File: src/rtl/demosaic_pkg.sv
// Shared widths and the round-half-up averaging helper for the demosaic datapath.
package demosaic_pkg;

  localparam int PIX_W = 8;
  localparam int CS_W  = 11;
  localparam int SUM_W = CS_W + 1;

  // Adds half an LSB of the result, then shifts; sh must be at least 1.
  function automatic logic [SUM_W-1:0] rnd_shift(input logic [SUM_W-1:0] sum,
                                                 input int unsigned      sh);
    logic [SUM_W-1:0] biased;
    biased = sum + (SUM_W'(1) << (sh - 1));
    return biased >> sh;
  endfunction

endpackage

File: src/rtl/cs_avg_resolve_if.sv
// Valid/ready stream bundle for cs_avg_resolve: carry-save beats in, averaged pixels out.
interface cs_avg_resolve_if
  import demosaic_pkg::*;
#(
  parameter int IN_W  = CS_W,
  parameter int OUT_W = PIX_W
);

  logic             in_valid;
  logic             in_ready;
  logic [IN_W-1:0]  in_cs1;
  logic [IN_W-1:0]  in_cs2;
  logic             in_last;
  logic             out_valid;
  logic             out_ready;
  logic [OUT_W-1:0] out_pix;
  logic             out_last;

  modport master (
    output in_valid, in_cs1, in_cs2, in_last, out_ready,
    input  in_ready, out_valid, out_pix, out_last
  );

  modport slave (
    input  in_valid, in_cs1, in_cs2, in_last, out_ready,
    output in_ready, out_valid, out_pix, out_last
  );

endinterface

File: src/rtl/cs_avg_resolve_pipe_reg_vr.sv
// One valid/ready register slice: loads when empty or when its content leaves this cycle.
module pipe_reg_vr #(
  parameter int W = 8
) (
  input  logic         clk,
  input  logic         rst,
  input  logic         in_valid,
  output logic         in_ready,
  input  logic [W-1:0] in_data,
  output logic         out_valid,
  input  logic         out_ready,
  output logic [W-1:0] out_data
);

  logic         take;
  logic         v_q, v_d;
  logic [W-1:0] data_q, data_d;

  // NOTE: every always_comb output gets a hold default first so no latch is inferred.
  always_comb begin
    take   = !v_q || out_ready;
    v_d    = v_q;
    data_d = data_q;
    if (take) begin
      v_d = in_valid;
      if (in_valid) data_d = in_data;
    end
  end

  // NOTE: state updates use <= so all flops sample pre-edge values together.
  // NOTE: payload is reset too, because the visible output must read zero after reset.
  always_ff @(posedge clk) begin
    if (rst) begin
      v_q    <= 1'b0;
      data_q <= '0;
    end else begin
      v_q    <= v_d;
      data_q <= data_d;
    end
  end

  assign in_ready  = take;
  assign out_valid = v_q;
  assign out_data  = data_q;

endmodule

File: src/rtl/cs_avg_resolve.sv
// Resolves two carry-save vectors with a split 2-stage add, then averages, rounds and
// saturates to one pixel per beat; counts saturated beats.
module cs_avg_resolve
  import demosaic_pkg::*;
#(
  parameter int          IN_W  = CS_W,
  parameter int          OUT_W = PIX_W,
  parameter int unsigned SHIFT = 3,
  parameter int          SPLIT = 6
) (
  input  logic              clk,
  input  logic              rst,
  cs_avg_resolve_if.slave   bus,
  input  logic              sat_clr,
  output logic [15:0]       sat_cnt
);

  localparam int HI_W = IN_W - SPLIT;

  typedef struct packed {
    logic            last;
    logic [HI_W-1:0] hi2;
    logic [HI_W-1:0] hi1;
    logic [SPLIT:0]  lo;
  } s1_t;

  typedef struct packed {
    logic             last;
    logic [OUT_W-1:0] pix;
  } s2_t;

  s1_t s1_in, s1_out;
  s2_t s2_in, s2_out;
  logic s1_valid, s2_in_ready, s2_load;

  logic [HI_W:0]  hi_sum;
  logic [IN_W:0]  sum, r;
  logic           sat;
  logic [15:0]    sat_cnt_q, sat_cnt_d;

  // Low half resolved before S1; its carry-out rides along in lo[SPLIT].
  always_comb begin
    s1_in.last = bus.in_last;
    s1_in.hi1  = bus.in_cs1[IN_W-1:SPLIT];
    s1_in.hi2  = bus.in_cs2[IN_W-1:SPLIT];
    s1_in.lo   = {1'b0, bus.in_cs1[SPLIT-1:0]} + {1'b0, bus.in_cs2[SPLIT-1:0]};
  end

  always_comb begin
    hi_sum     = (HI_W+1)'(s1_out.hi1) + (HI_W+1)'(s1_out.hi2) + (HI_W+1)'(s1_out.lo[SPLIT]);
    sum        = {hi_sum, s1_out.lo[SPLIT-1:0]};
    r          = (IN_W+1)'(rnd_shift(SUM_W'(sum), SHIFT));
    sat        = r > (IN_W+1)'((1 << OUT_W) - 1);
    s2_in.last = s1_out.last;
    s2_in.pix  = sat ? '1 : r[OUT_W-1:0];
  end

  pipe_reg_vr #(.W($bits(s1_t))) u_s1 (
    .clk       (clk),
    .rst       (rst),
    .in_valid  (bus.in_valid),
    .in_ready  (bus.in_ready),
    .in_data   (s1_in),
    .out_valid (s1_valid),
    .out_ready (s2_in_ready),
    .out_data  (s1_out)
  );

  pipe_reg_vr #(.W($bits(s2_t))) u_s2 (
    .clk       (clk),
    .rst       (rst),
    .in_valid  (s1_valid),
    .in_ready  (s2_in_ready),
    .in_data   (s2_in),
    .out_valid (bus.out_valid),
    .out_ready (bus.out_ready),
    .out_data  (s2_out)
  );

  assign bus.out_pix  = s2_out.pix;
  assign bus.out_last = s2_out.last;

  assign s2_load = s1_valid && s2_in_ready;

  always_comb begin
    sat_cnt_d = sat_cnt_q;
    if (sat_clr)
      sat_cnt_d = '0;
    else if (s2_load && sat && (sat_cnt_q != 16'hFFFF))
      sat_cnt_d = sat_cnt_q + 16'd1;
  end

  always_ff @(posedge clk) begin
    if (rst) sat_cnt_q <= '0;
    else     sat_cnt_q <= sat_cnt_d;
  end

  assign sat_cnt = sat_cnt_q;

endmodule

File: src/flat_wrapper.sv
// flat-port wrapper written by rule: the top's interface ports become plain ports
module cs_avg_resolve_flat import demosaic_pkg::*;
#(
  parameter int          IN_W  = CS_W,
  parameter int          OUT_W = PIX_W,
  parameter int unsigned SHIFT = 3,
  parameter int          SPLIT = 6
)
  (clk, rst, sat_clr, sat_cnt, bus_in_valid, bus_in_cs1, bus_in_cs2, bus_in_last, bus_out_ready, bus_in_ready, bus_out_valid, bus_out_pix, bus_out_last);
  cs_avg_resolve_if #(.IN_W(IN_W), .OUT_W(OUT_W)) bus_i ();
  input  logic clk;
  input  logic rst;
  input  logic sat_clr;
  output logic [15:0] sat_cnt;
  input wire logic [$bits(bus_i.in_valid)-1:0] bus_in_valid;
  input wire logic [$bits(bus_i.in_cs1)-1:0] bus_in_cs1;
  input wire logic [$bits(bus_i.in_cs2)-1:0] bus_in_cs2;
  input wire logic [$bits(bus_i.in_last)-1:0] bus_in_last;
  input wire logic [$bits(bus_i.out_ready)-1:0] bus_out_ready;
  output wire logic [$bits(bus_i.in_ready)-1:0] bus_in_ready;
  output wire logic [$bits(bus_i.out_valid)-1:0] bus_out_valid;
  output wire logic [$bits(bus_i.out_pix)-1:0] bus_out_pix;
  output wire logic [$bits(bus_i.out_last)-1:0] bus_out_last;
  assign bus_i.in_valid = bus_in_valid;
  assign bus_i.in_cs1 = bus_in_cs1;
  assign bus_i.in_cs2 = bus_in_cs2;
  assign bus_i.in_last = bus_in_last;
  assign bus_i.out_ready = bus_out_ready;
  assign bus_in_ready = bus_i.in_ready;
  assign bus_out_valid = bus_i.out_valid;
  assign bus_out_pix = bus_i.out_pix;
  assign bus_out_last = bus_i.out_last;
  cs_avg_resolve #(.IN_W(IN_W), .OUT_W(OUT_W), .SHIFT(SHIFT), .SPLIT(SPLIT)) u_core (.clk(clk), .rst(rst), .bus(bus_i), .sat_clr(sat_clr), .sat_cnt(sat_cnt));
endmodule
File: config.mk
export PLATFORM = sky130hd
export DESIGN_NAME = cs_avg_resolve_flat
export DESIGN_NICKNAME = d
export VERILOG_FILES = /design/src/rtl/demosaic_pkg.sv /design/src/rtl/cs_avg_resolve_if.sv /design/src/rtl/cs_avg_resolve_pipe_reg_vr.sv /design/src/rtl/cs_avg_resolve.sv /design/src/flat_wrapper.sv
export SDC_FILE = /design/constraint.sdc
export NUM_CORES = 1
export LEC_CHECK = 0
export CORE_ASPECT_RATIO = 0.75
export CORE_MARGIN = 3
export CORE_UTILIZATION = 37
export DETAILED_ROUTE_END_ITERATION = 8
export GPL_TIMING_DRIVEN = 0
export PLACE_DENSITY_LB_ADDON = 0.25
export SYNTH_ARGS = -nofsm -noshare
export SYNTH_HDL_FRONTEND = slang
export SYNTH_HIERARCHICAL = 1
export SYNTH_SLANG_ARGS = --single-unit
File: constraint.sdc
create_clock -name clk -period 8.22 [get_ports clk]
set_input_delay 1.644 -clock clk [delete_from_list [all_inputs] [get_ports clk]]
set_output_delay 1.644 -clock clk [all_outputs]
set_load 0.03 [all_outputs]
==> reports/metrics.yaml <==
cts_hold_buffers: 0
core-area_mm2: 0.007059
clock_sinks: 43
cts_buffer_depth: 2
grt_usage_pct: 15.16
relSlewSlack_pct: 54.52
gp_congestion: 0.7918
cts_buffers: 5
ctsResizeCount: 0
grt_pass1_vias: 2305
crit_arrival_ns: 3.56
clk_pin_slew_worst_paths_ns: 0.08
die_x_um: 106.1
rrSetupSlack_ns: 4.63
postSynthCellCount: 304
drc_errors: 0
min_from: "u_core/u_s1/out_data[17]"
p_comb_share_pct: 21.4
clkPwrFrac_pct: 28.0
powerDensity_mw_per_mm2: 125.7
postCtsSetupBuffers: 0
drtAntennaViolNets: 0
power.total_mw: 0.4408
h-tree-depth: 2
holdWs_ns: 0.4823
crit_start: "bus_out_ready"
yosys_warnings: 6
worstReg2RegStart: "u_core/u_s1/out_data[6]"
diodes: 0
period_share_pct: 63.32
vias_per_cell: 5.007
setup_violations: 0
overflow: 0
cts_root_buffer: "clkbuf_8"
hp-class: "flip-flop to flip-flop"
routedWlPerCell_um: 13.39
nets: 407
drive_gt1_share_pct: 17.91
pwr-share-seq_pct: 50.6
path_class: "input port to primary output"
min_period_ns: 5.205
area.growth.synth_to_final_pct: 26.08
num-fill-cells: 709
rsz0062_at_grt: "false"
syn-cell-area_mm2: 0.002783
die-area_mm2: 0.008608
p_int_mw: 0.3218
first_pass_iters: 6
ff2ff_path_depth: 12
slew_viol_final: 0
switchingPower_mw: 0.1191
routed_wl_um: 6174
p_leak_nw: 1.287
boundaryPins: 55
fmax_ghz: 0.1921
vias: 2308
crit_required_ns: 6.58
swShare_pct: 27.01
die_h_um: 81.11
fin_setup_tns_ns: 0
grt_pass1_wl_um: 10700
skew_ns: 0.006142
grt_max_degree: 12
grt_antenna_before_repair: 0
place_inst: 455
irDropWorstVdd_mv: 0.07766
finalNonFillerCells: 461
r2r-end: "u_core/sat_cnt[14]"
syn_nets: 347
fin_util_pct: 49.70
num_rows: 26
crit_end: "bus_in_ready"
start_util_pct: 39.42
syn_avg_cell_area_um2: 9.154
startpoint_type: "input port"
clock_latency_ns: 0.29
endpoint_kind: "primary output"
hold_viol: 0
maxCapViolCount: 0
cts_tree: "built"
cp_max_fo: 11
outcome: "complete, no violations"
dp.final_hpwl_um: 4811
worstMarginPinSlew_ns: 0.6793
placement.io_buffers: 53
drt_iter0_markers: 70
-- power groups by stage --
stage / Clock [mW] / Combinational (mW) / Sequential, mW
after CTS: 0.128 / 0.0954 / 0.223
final: 0.123 / 0.0945 / 0.223
after global routing: 0.137 / 0.105 / 0.224
after detailed placement: 0 / 0.0949 / 0.228
after floorplan: 0 / 0.0606 / 0.230
after global placement: 0 / 0.0932 / 0.228
-- cell type report --
type | instances | area (um2) | share of cell area [%]
multi-input cells | 227 | 1688 | 48.11
clock buffers | 6 | 72.57 | 2.068
repair buffers | 53 | 530.5 | 15.12
plain buffers | 20 | 181.4 | 5.171
well taps | 98 | 122.6 | 3.495
inverters | 14 | 52.55 | 1.498
flip-flops and latches | 43 | 860.8 | 24.54
-- flip-flops by register name (all words and copies together) (netlist names) --
register / flops
u_core/sat_cnt: 16
u_core/u_s1/out_data: 16
u_core/u_s1/out_valid: 1
u_core/u_s2/out_data: 9
u_core/u_s2/out_valid: 1
-- worst min-delay path by stage --
| stage | to | depth (start not counted) | slack (ns) |
|---|---|---|---|
| 4_1_cts | u_core/u_s2/out_data[8] | 2 | 0.48 |
| 3_5_place_dp | u_core/u_s2/out_data[8] | 2 | 0.46 |
| 3_3_place_gp | u_core/u_s2/out_data[8] | 2 | 0.47 |
| 5_1_grt | u_core/u_s2/out_data[8] | 2 | 0.51 |
| 2_1_floorplan | u_core/u_s2/out_data[8] | 2 | 0.45 |
| 6_report | u_core/u_s2/out_data[8] | 2 | 0.48 |
-- layer usage --
metal  wire, um  GRT usage, %
met5          0             0
met4         46         2.717
met3        173         3.098
met2       2704         24.21
met1       3250         21.46
-- critical path, cell delays in order --
cell,delay (ns)
clkdlybuf4s50_1,0.45
nand2b_4,0.12
buf_2,0.22
nand2b_4,0.18
buf_6,0.14
buf_12,0.14
clkdlybuf4s50_1,0.67
-- layout by cell type, fill, tap and decap left out, types with 4 or more instances in the layout --
| master | n |
|---|---|
| clkbuf_8 | 7 |
| a21bo_1 | 25 |
| nand3_1 | 23 |
| nand2_1 | 20 |
| inv_1 | 14 |
| or3_1 | 7 |
| a21o_1 | 5 |
| a211oi_1 | 4 |
| clkdlybuf4s50_1 | 53 |
| nand3_2 | 8 |
| nand4_1 | 5 |
| o21ai_0 | 6 |
| buf_6 | 6 |
| xnor2_1 | 14 |
| a21oi_2 | 25 |
| buf_2 | 4 |
| ha_1 | 12 |
| nor2_1 | 21 |
| a21oi_1 | 17 |
| dfxtp_1 | 43 |
-- through the flow --
stage	setup slack (ns)	instance area, um2
4_1_cts	3.002	3508
3_5_place_dp	3.006	3436
2_1_floorplan	4.210	2783
6_report	3.015	3508
5_1_grt	2.930	3508
3_3_place_gp	2.996	3436
No activity file was read; power rests on OpenSTA's default activity.
==> edit 1: new RTL, same settings <==
`SPLIT` is set to 6 in 2 places; all go to 5.
--- a/src/rtl/cs_avg_resolve.sv
+++ b/src/rtl/cs_avg_resolve.sv
@@ -7,5 +7,5 @@
   parameter int          OUT_W = PIX_W,
   parameter int unsigned SHIFT = 3,
-  parameter int          SPLIT = 6
+  parameter int          SPLIT = 5
 ) (
   input  logic              clk,
--- a/src/flat_wrapper.sv
+++ b/src/flat_wrapper.sv
@@ -5,5 +5,5 @@
   parameter int          OUT_W = PIX_W,
   parameter int unsigned SHIFT = 3,
-  parameter int          SPLIT = 6
+  parameter int          SPLIT = 5
 )
   (clk, rst, sat_clr, sat_cnt, bus_in_valid, bus_in_cs1, bus_in_cs2, bus_in_last, bus_out_ready, bus_in_ready, bus_out_valid, bus_out_pix, bus_out_last);
Function: same outputs for any inputs over 10 cycles, from zero or initial values and one cycle with rst high; that may be too few to reach the edited logic, so the function may still have changed.
==> edit 1 against the unedited design <==
  * Sequential cell count increased by 1
  * Clock skew increased by 0.0018 ns
  * Setup slack improved by 0.026 ns
  * Power is 11% higher
  * Final area rose by 1.2%
  * Via count rose by 6.5%
  * First-iteration DRC count increased by 33%
  * Area after synthesis grew 0.13%
  * Routed wire length is 7.2% higher
  * Largest cell class unchanged
  * Highest routed layer unchanged
==> edit 1: results (changes against the unedited design) <==
CTS max path bufs - 2 (unchanged)
max reg flops - 17
final slew viol count - 0 (unchanged)
HP Class - register to register
Worst setup startpoint - bus_out_ready
WL met3 - 310 um (+79%)
CTS Buf Count - 5 (unchanged)
R2R Path End - u_core/sat_cnt[3]
Metal-1 WL - 3350 um (+3.0%)
first-pass GRT wire length - 11,200 um (+4.6%)
routability congestion estimate - 0.797 (+0.71%)
Routed met2 length - 2920 um (+8.1%)
clk slew on worst S/H paths - 0.08 ns (about the same)
gr usage total - 15.8% (+0.67 points)
min-delay src - u_core/u_s1/out_data[18]
Layout Skew - 0.00799 ns (+0.00184 ns)
vias in the first global route - 2,415 (+4.8%)
Avg Synthesized Cell Area - 8.99 sq um (-1.8%)
setup violators final - 0 (unchanged)
fin cells - 469 (+1.7%)
worst-path maximum fanout - 11 (unchanged)
Nets - 413 (+1.5%)
layout cells sized above 1 - 16.7% (-1.2 points)
routed vias/inst - 5.24 (+4.7%)
largest net degree at the start of global routing - 15 (+3)
Worst Max-Slew Pin Slew - 0.690 ns (+0.0105 ns)
post-detail-place hpwl - 5080 um (+5.6%)
Fillers - 699 (-1.4%)
Syn Nets - 353 (+1.7%)
DR pass1 iterations - 4 (-2)
Worst Reg-to-Reg Cells - 10 (-2)
initial antenna violation count - 0 (unchanged)
post-CTS sizing - 0 (unchanged)
WHS Endpoint - u_core/u_s2/out_data[8]
Slowest-stage cell, CP - clkdlybuf4s50_1
r2r startpoint - u_core/u_s1/out_data[5]
wire per inst - 14.1 um (+5.4%)
clk_lat worst skew - 0.29 ns (about the same)
Cells after DPL - 461 (+1.3%)
starting DRC count in detailed routing - 93 (+33%)
Root Driver - clkbuf_8
Worst VDD drop - 0.0642 mV (-17%)
Syn. warnings - 6 (unchanged)
hold depth - 2 (unchanged)
slowest stage delay, CP - 0.70 ns (+0.03 ns)
reg2reg setup slack - 4.95 ns (+0.32 ns)
H-tree depth - 2 (unchanged)
status - finished, final reports clean
DR top layer - met4
# Post-CTS Setup Buffers - 0 (unchanged)
Antenna Cells - 0 (unchanged)
IO buf count - 53 (unchanged)
worst path arrival time - 3.53 ns (-0.03 ns)
P_leak - 1.25 nW (-3.0%)
cell family with most CP delay - buffers and inverters
==> edit 1: stage by stage <==
step	worst slack, ns	power (mW)	cell area [sq um]	hold slack [ns]	utilization [%]
after global routing	2.94	0.516	3550	0.515	50.3
after global placement	3.04	0.327	3440	0.475	48.7
after CTS	3.04	0.495	3550	0.490	50.3
after floorplan	4.23	0.296	2790	0.449	-
final	3.04	0.487	3550	0.488	50.3
after detailed placement	3.04	0.328	3440	0.478	48.7
==> edit 1: cell type report <==
type | count | area, sq um | area share (%)
multi-input cells | 235 | 1730 | 48.8
flip-flops and latches | 44 | 881 | 24.8
repair buffers | 53 | 531 | 14.9
plain buffers | 21 | 135 | 3.81
well taps | 98 | 123 | 3.45
clock buffers | 5 | 68.8 | 1.94
clock inverters | 3 | 42.5 | 1.20
inverters | 10 | 37.5 | 1.06
==> edit 1: worst max path at each step <==
stage | endpoint | slack (ns) | cells past startpoint
floorplan | bus_in_ready | 4.23 | 4
global placement | bus_in_ready | 3.04 | 6
detailed placement | bus_in_ready | 3.04 | 6
CTS | bus_in_ready | 3.04 | 6
global route | bus_in_ready | 2.94 | 6
finish | bus_in_ready | 3.04 | 6
==> edit 1: per-layer routing <==
metal,global-route usage [%],vias to the layer above
met5,0,-
met4,4.01,0
met3,3.65,4
met2,25.0,56
met1,21.9,1154
li1,-,1244
==> edit 1: where the power goes <==
part	total, mW	switching, mW	internal (mW)
Sequential	0.228	0.00711	0.221
Combinational	0.0946	0.0471	0.0475
Clock	0.165	0.0746	0.0900
Total	0.487	0.129	0.359
==> edit 1: worst register-to-register path, delay by kind of cell (launching register included) <==
family	cells	cell delay, ns
flops	1	0.34
xor+xnor	1	0.10
simple gates	5	1.41
buf+inv	1	0.18
fa+ha+maj	2	1.02
compound gates	1	0.15
==> edit 2: new RTL, same flow settings <==
Made on the original files. Register the output `sat_cnt` once more, with the module's reset; this adds one clock of latency there. The other outputs are not delayed to match.
--- a/src/rtl/cs_avg_resolve.sv
+++ b/src/rtl/cs_avg_resolve.sv
@@ -96,5 +96,11 @@
   end
 
-  assign sat_cnt = sat_cnt_q;
+  always_ff @(posedge clk) begin
+    if (rst) begin
+      sat_cnt <= '0;
+    end else begin
+      sat_cnt <= sat_cnt_q;
+    end
+  end
 
 endmodule
Formal check against the unedited RTL: not equivalent (Yosys sat finds a counterexample within 4 cycles, from zero or initial values and one cycle with rst high).
==> edit 2 against the unedited design <==
  * Power grew 93%
  * Synthesized cell count rose by 11%
  * Final area grew 22%
  * Area after synthesis is 17% higher
  * Setup slack got worse by 0.017 ns
  * Die area is 16% higher
  * Sequential cell count rose by 16
  * Clock skew about the same
  * Routed wire length rose by 17%
  * Register-to-register slack better by 0.31 ns
  * Critical path type unchanged
==> edit 2: results (changes against the unedited design) <==
met3 Use GR - 5.21% (+2.1 points)
P_int - 0.665 mW (+110%)
first-pass GRT wire length - 11,900 um (+11%)
worst path arrival time - 3.58 ns (+0.02 ns)
Syn Nets - 380 (+9.5%)
Setup WS pre-CTS - 2.99 ns (-0.0142 ns)
WHS Endpoint - u_core/u_s2/out_data[8]
Fillers - 790 (+11%)
reg2reg setup slack - 4.94 ns (+0.31 ns)
clk_lat worst skew - 0.33 ns (+0.04 ns)
post-detail-place hpwl - 5310 um (+10%)
Metal-1 WL - 3740 um (+15%)
initial antenna violation count - 0 (unchanged)
CTS Buf Count - 9 (+4)
Routed met2 length - 3060 um (+13%)
DR pass1 iterations - 5 (-1)
P_leak - 1.68 nW (+31%)
R2R Path End - u_core/u_s2/out_data[4]
clk slew on worst S/H paths - 0.05 ns (-0.03 ns)
routability congestion estimate - 0.795 (+0.37%)
gr usage total - 15.3% (+0.10 points)
status - finished, final reports clean
routing usage on met2 - 21.4% (-2.8 points)
Worst Reg-to-Reg Cells - 14 (+2)
WL met3 - 366 um (+110%)
Slew headroom - 63.8% (+9.3 points)
met1 usage - 21.5% (+0.063 points)
starting DRC count in detailed routing - 107 (+53%)
Layout Skew - 0.00586 ns (-0.000278 ns)
routed vias/inst - 5.07 (+1.2%)
wire per inst - 14.1 um (+5.2%)
Cells after DPL - 495 (+8.8%)
Worst VDD drop - 0.130 mV (+68%)
vias in the first global route - 2,461 (+6.8%)
Final Hold Viols - 0 (unchanged)
Post-Synthesis Cells - 337 (+11%)
layout cells sized above 1 - 18.7% (+0.81 points)
Nets - 444 (+9.1%)
largest net degree at the start of global routing - 12 (unchanged)
H-tree depth - 3 (+1)
Root Driver - clkbuf_16
vias post-DR - 2,589 (+12%)
[edit 2: final cells by class]
class	instances	area (sq um)	area share (%)
Sequential cell	59	1180	27.7
Clock inverter	4	95.1	2.23
Buffer	22	193	4.51
Timing Repair Buffer	53	531	12.4
Multi-Input combinational cell	244	1830	42.8
Clock buffer	12	267	6.24
Inverter	12	45.0	1.06
Tap cell	105	131	3.08
[edit 2: worst max-delay path by stage]
stage / startpoint / endpoint / slack [ns] / cells past startpoint
after floorplan: bus_out_ready / bus_in_ready / 4.21 / 5
after global placement: bus_out_ready / bus_in_ready / 3.00 / 7
after detailed placement: bus_out_ready / bus_in_ready / 2.99 / 7
after CTS: bus_out_ready / bus_in_ready / 2.99 / 7
after global routing: bus_out_ready / bus_in_ready / 2.92 / 7
final: bus_out_ready / bus_in_ready / 3.00 / 7
[edit 2: through the flow]
stage | util (%) | hold slack (ns) | cell area, sq um
2_1_floorplan | - | 0.449 | 3250
3_3_place_gp | 47.7 | 0.469 | 3910
3_5_place_dp | 47.7 | 0.465 | 3910
4_1_cts | 52.1 | 0.474 | 4270
5_1_grt | 52.1 | 0.498 | 4270
6_report | 52.1 | 0.473 | 4270
[edit 2: critical path, stage by stage]
cell and delay (ns):
clkdlybuf4s50_1 0.45, nand2b_4 0.12, buf_2 0.22, nand2b_4 0.18
buf_6 0.14, buf_12 0.14, clkdlybuf4s50_1 0.67
[edit 2: power by group through the flow]
stage | Clock (mW) | Sequential, mW | Combinational [mW]
after floorplan | 0 | 0.310 | 0.0648
after global placement | 0 | 0.307 | 0.0996
after detailed placement | 0 | 0.307 | 0.101
after CTS | 0.457 | 0.302 | 0.102
after global routing | 0.471 | 0.303 | 0.111
final | 0.446 | 0.302 | 0.101
